## src/rtl/usb_tx_engine.sv

```systemverilog
// USB full-speed packet transmitter: SYNC, PID, FIFO payload, CRC16 and EOP, NRZI encoded
// with bit stuffing, driving the D+/D- pad outputs.
module usb_tx_engine #(
    parameter int unsigned CLKS_PER_BIT = 8,
    parameter int unsigned STUFF_LIMIT  = 6,
    parameter int unsigned OCC_W        = 7,
    parameter int unsigned MAX_PAYLOAD  = 64
) (
    input  logic             clk,
    input  logic             rst,
    input  logic [2:0]       tx_packet,
    input  logic [7:0]       tx_packet_data,
    input  logic [OCC_W-1:0] buffer_occupancy,
    output logic             get_tx_packet_data,
    output logic             dp_out,
    output logic             dm_out,
    output logic             tx_transfer_active,
    output logic             tx_done,
    output logic             tx_error
);

    localparam int unsigned TW = $clog2(CLKS_PER_BIT);
    localparam int unsigned OW = $clog2(STUFF_LIMIT + 1);
    localparam int unsigned BW = $clog2(MAX_PAYLOAD + 1);

    localparam logic [TW-1:0] TimerLast = TW'(CLKS_PER_BIT - 1);
    localparam logic [OW-1:0] OnesLimit = OW'(STUFF_LIMIT);
    localparam logic [BW-1:0] ByteLimit = BW'(MAX_PAYLOAD);

    typedef enum logic [2:0] {
        StIdle,
        StSync,
        StPid,
        StData,
        StCrcLo,
        StCrcHi,
        StEop
    } state_e;

    state_e          state_q, state_d;
    logic [TW-1:0]   timer_q, timer_d;
    logic [7:0]      sh_q, sh_d;
    logic [2:0]      bit_q, bit_d;
    logic [OW-1:0]   ones_q, ones_d;
    logic [15:0]     crc_q, crc_d;
    logic [BW-1:0]   byte_cnt_q, byte_cnt_d;
    logic [3:0]      pid_q, pid_d;
    logic [1:0]      eop_q, eop_d;
    logic            lvl_q, lvl_d;
    logic            dp_q, dp_d;
    logic            dm_q, dm_d;
    logic            err_q, err_d;

    logic            bit_strobe;
    logic            pid_is_data;
    logic            pid_valid;
    logic [3:0]      pid_new;
    logic            pop;
    logic            load_en;
    logic            load_bit;
    logic            crc_en;
    logic            to_eop;

    function automatic logic [15:0] crc_step(input logic [15:0] c, input logic b);
        logic [15:0] s;
        s = {1'b0, c[15:1]};
        if (c[0] ^ b) begin
            s = s ^ 16'hA001;
        end
        return s;
    endfunction

    assign bit_strobe  = (state_q != StIdle) && (timer_q == TimerLast);
    // DATA0/DATA1 PIDs end in 2'b11, handshakes in 2'b10
    assign pid_is_data = (pid_q[1:0] == 2'b11);

    always_comb begin
        pid_valid = 1'b1;
        pid_new   = 4'h0;
        case (tx_packet)
            3'd1:    pid_new = 4'h3;
            3'd2:    pid_new = 4'hB;
            3'd3:    pid_new = 4'h2;
            3'd4:    pid_new = 4'hA;
            3'd5:    pid_new = 4'hE;
            default: pid_valid = 1'b0;
        endcase
    end

    always_comb begin
        state_d    = state_q;
        timer_d    = timer_q;
        sh_d       = sh_q;
        bit_d      = bit_q;
        ones_d     = ones_q;
        crc_d      = crc_q;
        byte_cnt_d = byte_cnt_q;
        pid_d      = pid_q;
        eop_d      = eop_q;
        lvl_d      = lvl_q;
        dp_d       = dp_q;
        dm_d       = dm_q;
        err_d      = err_q;
        pop        = 1'b0;
        load_en    = 1'b0;
        load_bit   = 1'b0;
        crc_en     = 1'b0;
        to_eop     = 1'b0;

        if (state_q != StIdle) begin
            timer_d = bit_strobe ? '0 : timer_q + 1'b1;
        end

        case (state_q)
            StIdle: begin
                if (pid_valid) begin
                    state_d    = StSync;
                    pid_d      = pid_new;
                    err_d      = 1'b0;
                    timer_d    = '0;
                    sh_d       = 8'h80;
                    bit_d      = '0;
                    ones_d     = '0;
                    crc_d      = 16'hFFFF;
                    byte_cnt_d = '0;
                    eop_d      = '0;
                    // First SYNC bit is a 0, so the line moves from J to K immediately
                    lvl_d      = 1'b0;
                    dp_d       = 1'b0;
                    dm_d       = 1'b1;
                end else if (tx_packet[2:1] == 2'b11) begin
                    err_d = 1'b1;
                end
            end

            StEop: begin
                if (bit_strobe) begin
                    case (eop_q)
                        2'd0: eop_d = 2'd1;
                        2'd1: begin
                            eop_d = 2'd2;
                            lvl_d = 1'b1;
                            dp_d  = 1'b1;
                            dm_d  = 1'b0;
                        end
                        default: state_d = StIdle;
                    endcase
                end
            end

            default: begin
                if (bit_strobe) begin
                    if (ones_q == OnesLimit) begin
                        // Stuffed 0: shifter and CRC hold
                        load_en  = 1'b1;
                        load_bit = 1'b0;
                    end else if (bit_q != 3'd7) begin
                        sh_d     = {1'b0, sh_q[7:1]};
                        bit_d    = bit_q + 1'b1;
                        load_en  = 1'b1;
                        load_bit = sh_q[1];
                        crc_en   = (state_q == StData);
                    end else begin
                        bit_d   = '0;
                        load_en = 1'b1;
                        case (state_q)
                            StSync: begin
                                state_d = StPid;
                                sh_d    = {~pid_q, pid_q};
                            end
                            StPid, StData: begin
                                if (state_q == StPid && !pid_is_data) begin
                                    to_eop = 1'b1;
                                end else if (buffer_occupancy != '0) begin
                                    if (state_q == StData && byte_cnt_q == ByteLimit) begin
                                        err_d  = 1'b1;
                                        to_eop = 1'b1;
                                    end else begin
                                        pop        = 1'b1;
                                        sh_d       = tx_packet_data;
                                        byte_cnt_d = byte_cnt_q + 1'b1;
                                        state_d    = StData;
                                        crc_en     = 1'b1;
                                    end
                                end else begin
                                    state_d = StCrcLo;
                                    sh_d    = ~crc_q[7:0];
                                end
                            end
                            StCrcLo: begin
                                state_d = StCrcHi;
                                sh_d    = ~crc_q[15:8];
                            end
                            default: to_eop = 1'b1;
                        endcase
                        load_bit = sh_d[0];
                    end
                end
            end
        endcase

        if (to_eop) begin
            state_d = StEop;
            eop_d   = '0;
            ones_d  = '0;
            dp_d    = 1'b0;
            dm_d    = 1'b0;
        end else if (load_en) begin
            // NRZI: a 0 toggles the line, a 1 holds it
            lvl_d  = load_bit ? lvl_q : ~lvl_q;
            dp_d   = lvl_d;
            dm_d   = ~lvl_d;
            ones_d = load_bit ? ones_q + 1'b1 : '0;
            if (crc_en) begin
                crc_d = crc_step(crc_q, load_bit);
            end
        end
    end

    always_ff @(posedge clk) begin
        if (rst) begin
            state_q    <= StIdle;
            timer_q    <= '0;
            sh_q       <= '0;
            bit_q      <= '0;
            ones_q     <= '0;
            crc_q      <= '0;
            byte_cnt_q <= '0;
            pid_q      <= '0;
            eop_q      <= '0;
            lvl_q      <= 1'b1;
            dp_q       <= 1'b1;
            dm_q       <= 1'b0;
            err_q      <= 1'b0;
        end else begin
            state_q    <= state_d;
            timer_q    <= timer_d;
            sh_q       <= sh_d;
            bit_q      <= bit_d;
            ones_q     <= ones_d;
            crc_q      <= crc_d;
            byte_cnt_q <= byte_cnt_d;
            pid_q      <= pid_d;
            eop_q      <= eop_d;
            lvl_q      <= lvl_d;
            dp_q       <= dp_d;
            dm_q       <= dm_d;
            err_q      <= err_d;
        end
    end

    assign dp_out             = dp_q;
    assign dm_out             = dm_q;
    assign tx_error           = err_q;
    assign tx_transfer_active = (state_q != StIdle);
    assign get_tx_packet_data = pop && !rst;
    assign tx_done            = (state_q == StEop) && (eop_q == 2'd2) && bit_strobe && !rst;

endmodule
```

## config.mk

```make
export PLATFORM = sky130hd
export DESIGN_NAME = usb_tx_engine
export DESIGN_NICKNAME = d
export VERILOG_FILES = /design/src/rtl/usb_tx_engine.sv
export SDC_FILE = /design/constraint.sdc
export NUM_CORES = 1
export LEC_CHECK = 0
export BUFFER_PORTS_ARGS = -buffer_cell sky130_fd_sc_hd__buf_2
export CORE_MARGIN = 2
export CORE_UTILIZATION = 60
export DETAILED_ROUTE_END_ITERATION = 8
export HOLD_SLACK_MARGIN = 0.06
export PLACE_DENSITY = 0.8
export REMOVE_ABC_BUFFERS = 1
export SKIP_LAST_GASP = 1
export SLEW_MARGIN = 20
export SYNTH_ARGS = -nofsm -noshare
export SYNTH_HDL_FRONTEND = slang
export SYNTH_SLANG_ARGS = --single-unit
```

## constraint.sdc

```tcl
create_clock -name clk -period 3.2 [get_ports clk]
set_clock_uncertainty 0.15 [all_clocks]
set_input_delay 0.32 -clock clk [delete_from_list [all_inputs] [get_ports clk]]
set_output_delay 0.32 -clock clk [all_outputs]
set_load 0.02 [all_outputs]
```

==> impl_metrics.csv, run 1 <==
group,metric,value,unit
power_and_ir_drop,powerDensity,794,nW/um^2
power_and_ir_drop,internal_power,1530,uW
synthesis,synth_ff_type,"dfxtp_1",
placement,post_dp_cell_area,3460,sq um
clock_network,htreeDepth,2,
global_route,antenna_found_initial,0,
die,die_x,77.3,um
placement,gp_congestion,0.925,
critical_path,r2r-end,"crc_q[0]",
critical_path,worst_r2r_path_depth,8,
layout,final_common_cell,"dfxtp_1",
route,wl_per_cell,17.3,um
placement,dpl.hpwl,6330,um
sta,fin_crit_sh,93.8,%
layout,final_area,3560,sq um
clock_network,clock_path_buffers,2,
synthesis,synth_top_family_by_area,"compound AO/OA/AOI/OAI gates",
clock_network,cts_buffers,5,
sta,maxSlewViolCount,0,
sta,min_period,3.00,ns
layout,drive_above_1_share,14.1,%
min_path,holdPathEnd,"pid_q[0]",
synthesis,ys_async_sr_fraction,0,%
critical_path,critical_path_required,3.25,ns
global_route,grt_first_pass_wirelength,14900,um
clock_network,root_buffer,"clkbuf_8",
global_route,grt_max_degree,33,
min_path,worstHoldStart,"tx_packet[0]",
min_path,hold_path_class,"input port to register",
synthesis,yosysSeqAreaShare,32.9,%
critical_path,worstPathArrival,3.05,ns
synthesis,ys_ff_latch,53,
route,viasPerCell,6.56,
critical_path,r2r_slack,0.20,ns
route,routed-via-count,3345,
synthesis,yosys.area_share.adder,3.88,%
route,first_pass_iters,6,
global_route,grt_use_total,30.9,%
critical_path,cp_max_fo,8,
die,rows,26,
sta,rsz0062_at_grt,"false",
layout,final_nets,469,
critical_path,worstReg2RegStart,"byte_cnt_q[0]",
critical_path,crit_type,"register to register",
sta,setup_viol,0,
power_and_ir_drop,peakVddDrop,409,uV
die,die_h,77.3,um
placement,io_buffers,25,
sta,clock.fmax,333,MHz
run_status,outcome,"completed",
die,start_util,62.8,%
die,core,5140,sq um
synthesis,synth_compound_area_share,30.1,%
synthesis,avgSynthCellArea,7.75,sq um
synthesis,ys_warn_count,0,
route,first_iter_violations,357,
layout,antenna_cells,0,
power_and_ir_drop,p_switching,1290,uW
clock_network,clk_pin_slew_worst_paths,0.10,ns
sta,tightest_slew,1.05,ns
critical_path,cp-end-kind,"register",
die,die_area,5980,sq um
sta,setup_slack,0.198,ns
clock_network,postCtsSetupBuffers,0,
sta,hold_violations,0,
power_and_ir_drop,switching_share,45.7,%
route,drtAntennaViolNets,0,
placement,dp_slack,0.252,ns
layout,final_cell_mix,"dfxtp_1 (53), nor2_1 (45), nor3_1 (31)",
power_and_ir_drop,p_leak,0.00136,uW
min_path,min_path_cells,3,
synthesis,synth_cell_types,62,
clock_network,insertion_delay,0.31,ns
critical_path,startpoint_type,"register",
clock_network,cts.sinks,53,
clock_network,cts_tree,"done",
synthesis,synth_mux_area_share,0.621,%
route,drc,0,
clock_network,cts-resized-gates,0,
sta,fin_setup_tns,0,ns
synthesis,synth-simple-area-share,25.0,%
global_route,grt_pass1_vias,3097,
synthesis,syn_inst,416,
synthesis,synth-edff-count,0,
route,routed_wl,8810,um
power_and_ir_drop,combPwrFrac,51.3,%
layout,syn_to_final_growth,10.3,%
clock_network,hold_buffers,0,
global_route,grt_overflow,0,
die,top_level_ports,26,
run,drv_cap,0,
power_and_ir_drop,clkPwrFrac,14.5,%
sta,slew_headroom,29.0,%
power_and_ir_drop,seqPwrFrac,34.2,%
synthesis,netlist_area,3230,sq um
synthesis,synth-xor-area-share,2.72,%
## layout make-up
| cell class | count | area [sq um] |
|---|---|---|
| well taps | 70 | 87.6 |
| clock buffers | 6 | 82.6 |
| repair buffers | 41 | 245 |
| flip-flops and latches | 53 | 1060 |
| clock inverters | 2 | 13.8 |
| inverters | 16 | 60.1 |
| fillers | 432 | 1580 |
| multi-input cells | 322 | 2010 |
## through the flow
step | hold WS, ns | total power [uW] | instances | utilization (%)
2_1_floorplan | 0.239 | 1890 | 391 | -
3_3_place_gp | 0.314 | 2360 | 502 | 67.4
3_5_place_dp | 0.316 | 2380 | 502 | 67.4
4_1_cts | 0.185 | 2790 | 510 | 69.2
5_1_grt | 0.213 | 3040 | 510 | 69.2
6_report | 0.189 | 2820 | 510 | 69.2
## cells in the mapped netlist (all sizes together), types with 4 or more instances
library cell / number / area (sq um)
a211oi: 6 / 62.6
a21oi: 30 / 150
a22o: 6 / 52.6
a22oi: 7 / 52.6
a31oi: 7 / 43.8
and3: 6 / 38.8
clkbuf: 22 / 82.6
dfxtp: 53 / 1060
ha: 10 / 125
inv: 16 / 60.1
nand2: 27 / 101
nand2b: 5 / 31.3
nand3: 16 / 80.1
nand4: 4 / 25.0
nor2: 45 / 169
nor3: 31 / 155
nor4: 5 / 31.3
o21a: 6 / 45.0
o21ai: 29 / 149
o22ai: 6 / 37.5
o2bb2ai: 6 / 52.6
o31ai: 6 / 45.0
or3: 6 / 38.8
xor2: 8 / 70.1
## state kept, by name, summed over array words and instances, names as in the netlist
signal,count
bit_q,3
byte_cnt_q,7
crc_q,16
dm_out,1
dp_out,1
eop_q,2
lvl_q,1
ones_q,3
pid_q,4
sh_q,8
state_q,3
timer_q,3
tx_error,1
## critical path, cell delays in order, from the launching register on
cell and delay, ns:
dfxtp_1 0.33, inv_1 0.09, ha_1 0.14, or4b_4 0.50, a211oi_4 0.34, a211oi_2 0.11, o41ai_4 0.63, mux2i_1 0.19
a2111oi_2 0.41
## routing by layer
| metal | up-vias | track usage, % | part of all wire, % |
|---|---|---|---|
| li1 | 1596 | - | - |
| met3 | 23 | 4.71 | 8.1 |
| met4 | 0 | 9.64 | 2.1 |
| met1 | 1556 | 42.5 | 45 |
| met2 | 170 | 49.8 | 45 |
| met5 | - | 0 | 0 |
## how the worst max path moves through the flow
| stage | startpoint | to | slack (ns) | depth (start not counted) |
|---|---|---|---|---|
| 2_1_floorplan | state_q[0] | sh_q[1] | 0.32 | 5 |
| 3_3_place_gp | buffer_occupancy[2] | crc_q[0] | 0.37 | 7 |
| 3_5_place_dp | buffer_occupancy[2] | crc_q[0] | 0.25 | 7 |
| 4_1_cts | byte_cnt_q[0] | crc_q[0] | 0.27 | 8 |
| 5_1_grt | byte_cnt_q[0] | crc_q[0] | 0.02 | 8 |
| 6_report | byte_cnt_q[0] | crc_q[0] | 0.20 | 8 |
## logic make-up after synthesis
group                    count (synthesis)
multiplexers                             2
AND/OR/NAND/NOR                        162
buffers and inverters                   41
XOR/XNOR                                10
adder cells (fa/ha/maj)                 10
flip-flops                              53
AO/OA/AOI/OAI                          138
## power groups by stage
| stage | registers, uW | clock network, uW | logic [uW] |
|---|---|---|---|
| floorplan | 959 | 0 | 933 |
| global placement | 969 | 0 | 1390 |
| detailed placement | 973 | 0 | 1400 |
| CTS | 958 | 410 | 1420 |
| global route | 986 | 439 | 1610 |
| finish | 966 | 409 | 1450 |
No activity file was read; power rests on OpenSTA's default activity.
==> run 2, diff against run 1 <==
--- a/config.mk
+++ b/config.mk
@@ -9,6 +9,7 @@
 export CORE_MARGIN = 2
 export CORE_UTILIZATION = 60
 export DETAILED_ROUTE_END_ITERATION = 8
+export GPL_TIMING_DRIVEN = 0
 export HOLD_SLACK_MARGIN = 0.06
 export PLACE_DENSITY = 0.8
 export REMOVE_ABC_BUFFERS = 1
==> run 2 against run 1 <==
Effect of this change: clock power down 6.6%; worst hold slack gained 0.0097 ns; critical path depth down 3; sequential power rose by 2.7%; sequential cell count unchanged; cell count fell by 2.9%; utilization fell by 1.9 points; power shrank 3.6%; first-iteration DRC count grew 6.4%; via count down 1.8%; largest cell class unchanged.
==> impl_metrics.csv, run 2 (synthesis gave the netlist of run 1 again) <==
group,metric,value,unit
critical_path,critical_path_required,2.73,ns
clock_network,cts_buffers,5,
critical_path,cp-end-kind,"output port",
critical_path,worstPathCellList,"nor2b_2 -> o21ai_1 -> or3_1 -> nor3_1 -> buf_2",
critical_path,worst-path-buf-inv,1,
layout,final_cell_mix,"dfxtp_1 (53), nor2_1 (45), nor3_1 (30)",
die,rows,26,
sta,maxSlewViolCount,0,
placement,gp_congestion,0.898,
critical_path,crit_type,"register to output port",
power_and_ir_drop,powerDensity,787,nW/um^2
route,drtAntennaViolNets,0,
global_route,grt_overflow,0,
sta,hold_violations,0,
run_status,outcome,"completed",
sta,setup_viol,0,
clock_network,postCtsSetupBuffers,0,
sta,tightest_slew,0.816,ns
global_route,grt_pass1_vias,2788,
clock_network,clock_path_buffers,2,
layout,regMostFlops,"crc_q",
critical_path,r2r_slack,0.19,ns
layout,syn_to_final_growth,7.29,%
clock_network,htreeDepth,2,
critical_path,startpoint_type,"register",
route,first_iter_violations,380,
critical_path,crit_family,"simple AND/OR/NAND/NOR gates",
sta,min_period,3.07,ns
global_route,grt_first_pass_wirelength,14100,um
clock_network,insertion_delay,0.31,ns
layout,final_common_cell,"dfxtp_1",
global_route,antenna_found_initial,0,
min_path,hold_path_class,"input port to register",
clock_network,hold_buffers,0,
layout,drive_above_1_share,12.0,%
clock_network,cts_tree,"done",
die,die_area,5980,sq um
route,routed_wl,8730,um
sta,slew_headroom,45.6,%
clock_network,cts.sinks,53,
critical_path,worstPathArrival,2.60,ns
global_route,grt_use_total,29.1,%
clock_network,clk_pin_slew_worst_paths,0.09,ns
critical_path,max_stage_delay,0.67,ns
layout,final_nets,454,
power_and_ir_drop,finalPower,2720,uW
sta,fin_crit_sh,95.9,%
route,routed-via-count,3285,
route,drc,0,
global_route,grt_max_degree,33,
placement,dpl.hpwl,5990,um
power_and_ir_drop,p_leak,0.00129,uW
critical_path,slowest_stage,"dfxtp_1",
critical_path,cp_max_fo,15,
sta,rsz0062_at_grt,"false",
layout,antenna_cells,0,
layout,largest_reg_flops,16,
placement,io_buffers,25,
die,top_level_ports,26,
die,start_util,62.8,%
layout,fin_util,67.3,%
route,viasPerCell,6.64,
sta,clock.fmax,326,MHz
route,first_pass_iters,6,
clock_network,root_buffer,"clkbuf_8",
die,die_h,77.3,um
layout,top_regs,"crc_q (16), sh_q (8), byte_cnt_q (7)",
die,die_x,77.3,um
route,wl_per_cell,17.6,um
die,core,5140,sq um
run,drv_cap,0,
power_and_ir_drop,peakVddDrop,434,uV
run 2: area by class of cell:
type | instances | area (sq um)
Multi-Input combinational cell | 322 | 2030
Clock buffer | 5 | 68.8
Inverter | 16 | 60.1
Tap cell | 70 | 87.6
Fill cell | 459 | 1680
Timing Repair Buffer | 26 | 133
Clock inverter | 3 | 17.5
Sequential cell | 53 | 1060
run 2: what timing repair did:
item	4_1_cts	5_1_grt
resized for setup	1	3
gates cloned	0	0
endpoints found under the setup margin	3	27
hold endpoints to repair	0	0
run 2: worst register-to-register path, cell delays in order (launching register included):
cell	delay (ns)
dfxtp_1	0.67
nor2b_2	0.49
o21ai_1	0.25
o31ai_1	0.46
nand2_1	0.43
nor2_1	0.33
a2111oi_2	0.11
run 2: through the flow:
step	hold slack (ns)	cell area, sq um	std cells	setup TNS (ns)	worst slack [ns]
2_1_floorplan	0.239	3130	391	0	0.322
3_3_place_gp	0.314	3340	486	-20.93	-0.905
3_5_place_dp	0.316	3360	487	-0.0419	-0.0290
4_1_cts	0.197	3450	495	-0.00435	-0.00435
5_1_grt	0.225	3460	495	0	0.0114
6_report	0.198	3460	495	0	0.131
run 2: metal layers:
metal / wire length [um] / global-route usage [%]
met4: 104 / 7.68
met2: 3930 / 43.7
met3: 776 / 4.82
met1: 3920 / 43.2
met5: 0 / 0
run 2: final timing paths:
| path | cells past startpoint | endpoint | startpoint |
|---|---|---|---|
| worst min register to register | 2 | sh_q[0] | sh_q[0] |
| worst max-delay path | 5 | get_tx_packet_data | state_q[1] |
| worst min-delay path | 3 | pid_q[0] | tx_packet[0] |
| worst max register to register | 6 | crc_q[0] | state_q[1] |
run 2: report_power, final:
group	internal (uW)	switching, uW
clock	152	230
sequential	800	192
combinational	476	873
==> run 3, diff against run 2 <==
--- a/config.mk
+++ b/config.mk
@@ -12,7 +12,6 @@
 export GPL_TIMING_DRIVEN = 0
 export HOLD_SLACK_MARGIN = 0.06
 export PLACE_DENSITY = 0.8
-export REMOVE_ABC_BUFFERS = 1
 export SKIP_LAST_GASP = 1
 export SLEW_MARGIN = 20
 export SYNTH_ARGS = -nofsm -noshare
==> run 3 against run 2 <==
Effect of this change: via count up 2.3%; die area stayed put; utilization increased by 1.4 points; sequential power is 7.5% lower; clock-buffer cell count is 2 higher; first-iteration DRC count grew 3.4%; routed wire length up 3.7%; critical path type is now register to register; combinational power rose by 7%; clock power fell by 2%; largest power group unchanged; cell area rose by 2.1%; critical path depth increased by 3.
==> impl_metrics.csv, run 3 (synthesis gave the netlist of run 1 again) <==
group,metric,value,unit
power_and_ir_drop,finalPower,2730,uW
global_route,grt_max_degree,16,
clock_network,cts.sinks,53,
power_and_ir_drop,peakVddDrop,634,uV
power_and_ir_drop,switching_share,46.9,%
clock_network,insertion_delay,0.31,ns
min_path,hold_path_class,"input port to register",
placement,io_buffers,25,
placement,dpl.hpwl,6830,um
layout,antenna_cells,0,
global_route,grt_first_pass_wirelength,15100,um
layout,final_nets,478,
clock_network,postCtsSetupBuffers,0,
critical_path,cp_max_fo,10,
sta,maxSlewViolCount,0,
global_route,grt_overflow,0,
layout,syn_to_final_growth,9.50,%
route,wl_per_cell,17.4,um
layout,final_cell_mix,"dfxtp_1 (53), nor2_1 (45), nor3_1 (31)",
die,die_x,77.3,um
sta,tightest_slew,0.738,ns
layout,regMostFlops,"crc_q",
critical_path,crit_type,"register to register",
clock_network,htreeDepth,2,
route,viasPerCell,6.47,
sta,rsz0062_at_grt,"false",
critical_path,critical_path_required,3.28,ns
die,rows,26,
sta,min_period,2.94,ns
layout,final_common_cell,"dfxtp_1",
sta,slew_headroom,50.8,%
critical_path,cp-end-kind,"register",
power_and_ir_drop,powerDensity,774,nW/um^2
layout,largest_reg_flops,16,
sta,fin_crit_sh,91.8,%
placement,post_dp_cell_area,3440,sq um
layout,drive_above_1_share,10.7,%
clock_network,cts_tree,"done",
run_status,outcome,"completed",
die,die_h,77.3,um
critical_path,worstPathArrival,3.02,ns
global_route,grt_pass1_vias,3117,
global_route,antenna_found_initial,0,
die,top_level_ports,26,
clock_network,root_buffer,"clkbuf_8",
route,routed_wl,9050,um
route,routed-via-count,3359,
power_and_ir_drop,internal_power,1450,uW
layout,final_area,3530,sq um
global_route,grt_use_total,31.4,%
clock_network,clk_pin_slew_worst_paths,0.10,ns
power_and_ir_drop,p_leak,0.00131,uW
layout,top_regs,"crc_q (16), sh_q (8), byte_cnt_q (7)",
clock_network,clock_path_buffers,2,
power_and_ir_drop,combPwrFrac,52.7,%
layout,nFillCells,502,
power_and_ir_drop,seqPwrFrac,33.6,%
sta,setup_viol,0,
power_and_ir_drop,clkPwrFrac,13.7,%
route,first_pass_iters,7,
sta,hold_violations,0,
route,drtAntennaViolNets,0,
die,die_area,5980,sq um
synthesis,synth_nets,446,
power_and_ir_drop,p_switching,1280,uW
route,drc,0,
die,start_util,62.8,%
die,core,5140,sq um
run,drv_cap,0,
clock_network,hold_buffers,0,
clock_network,cts_buffers,5,
critical_path,startpoint_type,"register",
route,first_iter_violations,393,
placement,gp_congestion,0.942,
clock_network,cts-resized-gates,2,
sta,clock.fmax,340,MHz
==> run 3: cell types whose count changed in the layout (fill, tap and decap cells not counted) <==
cell and change:
a21oi_2 +1, a21oi_4 -1, buf_1 +1, buf_2 +2
buf_4 -1, clkbuf_1 +24, clkinv_2 -2, nor2b_1 +1
nor2b_2 -1, nor3_1 +1, nor3_2 -1
==> run 3: layer usage <==
metal  track usage [%]  part of all wire (%)  vias up
li1                  -                     -     1613
met1              43.6                    45     1554
met2              50.4                    45      177
met3              5.65                   8.5       15
met4              7.86                   1.4        0
met5                 0                     0        -
==> run 3: final cells by class <==
type                            count  area, sq um  share of cell area (%)
Inverter                           16         60.1                    1.70
Clock buffer                        7         76.3                    2.16
Buffer                             25         96.3                    2.73
Timing Repair Buffer               25          125                    3.54
Tap cell                           70         87.6                    2.48
Sequential cell                    53         1060                    30.0
Multi-Input combinational cell    322         2020                    57.1
Clock inverter                      1         7.51                   0.213
==> run 3: stage by stage <==
stage                     TNS (ns)  hold WS, ns  util, %  std cells  setup slack (ns)
after global routing             0        0.135     68.7        519           0.00782
final                            0        0.137     68.7        519             0.263
after CTS                        0        0.127     68.7        519            0.0934
after floorplan                  0        0.246        -        416             0.586
after detailed placement    -0.205        0.314     66.9        511           -0.0467
after global placement    -0.00384        0.306     66.9        511          -0.00384
==> run 3: power groups by stage <==
stage	logic [uW]	clock network [uW]	registers (uW)
after floorplan	1040	0	908
after global placement	1360	0	921
after detailed placement	1400	0	925
after CTS	1410	379	911
after global routing	1570	400	930
final	1440	373	918
==> run 3: final timing paths <==
kind	from	end	slack, ns	cells past startpoint
max reg2reg	timer_q[0]	crc_q[1]	0.26	8
max	timer_q[0]	crc_q[1]	0.26	8
min	rst	crc_q[0]	0.14	2
min reg2reg	ones_q[1]	ones_q[1]	0.33	2
==> run 3: worst max-delay path, stage by stage (launching register included) <==
cell and delay [ns]:
dfxtp_1 0.37, ha_1 0.17, ha_1 0.32, a21boi_1 0.42, o21ai_1 0.35, a21oi_2 0.41
clkbuf_1 0.44, nor3_1 0.09, nor3_1 0.15
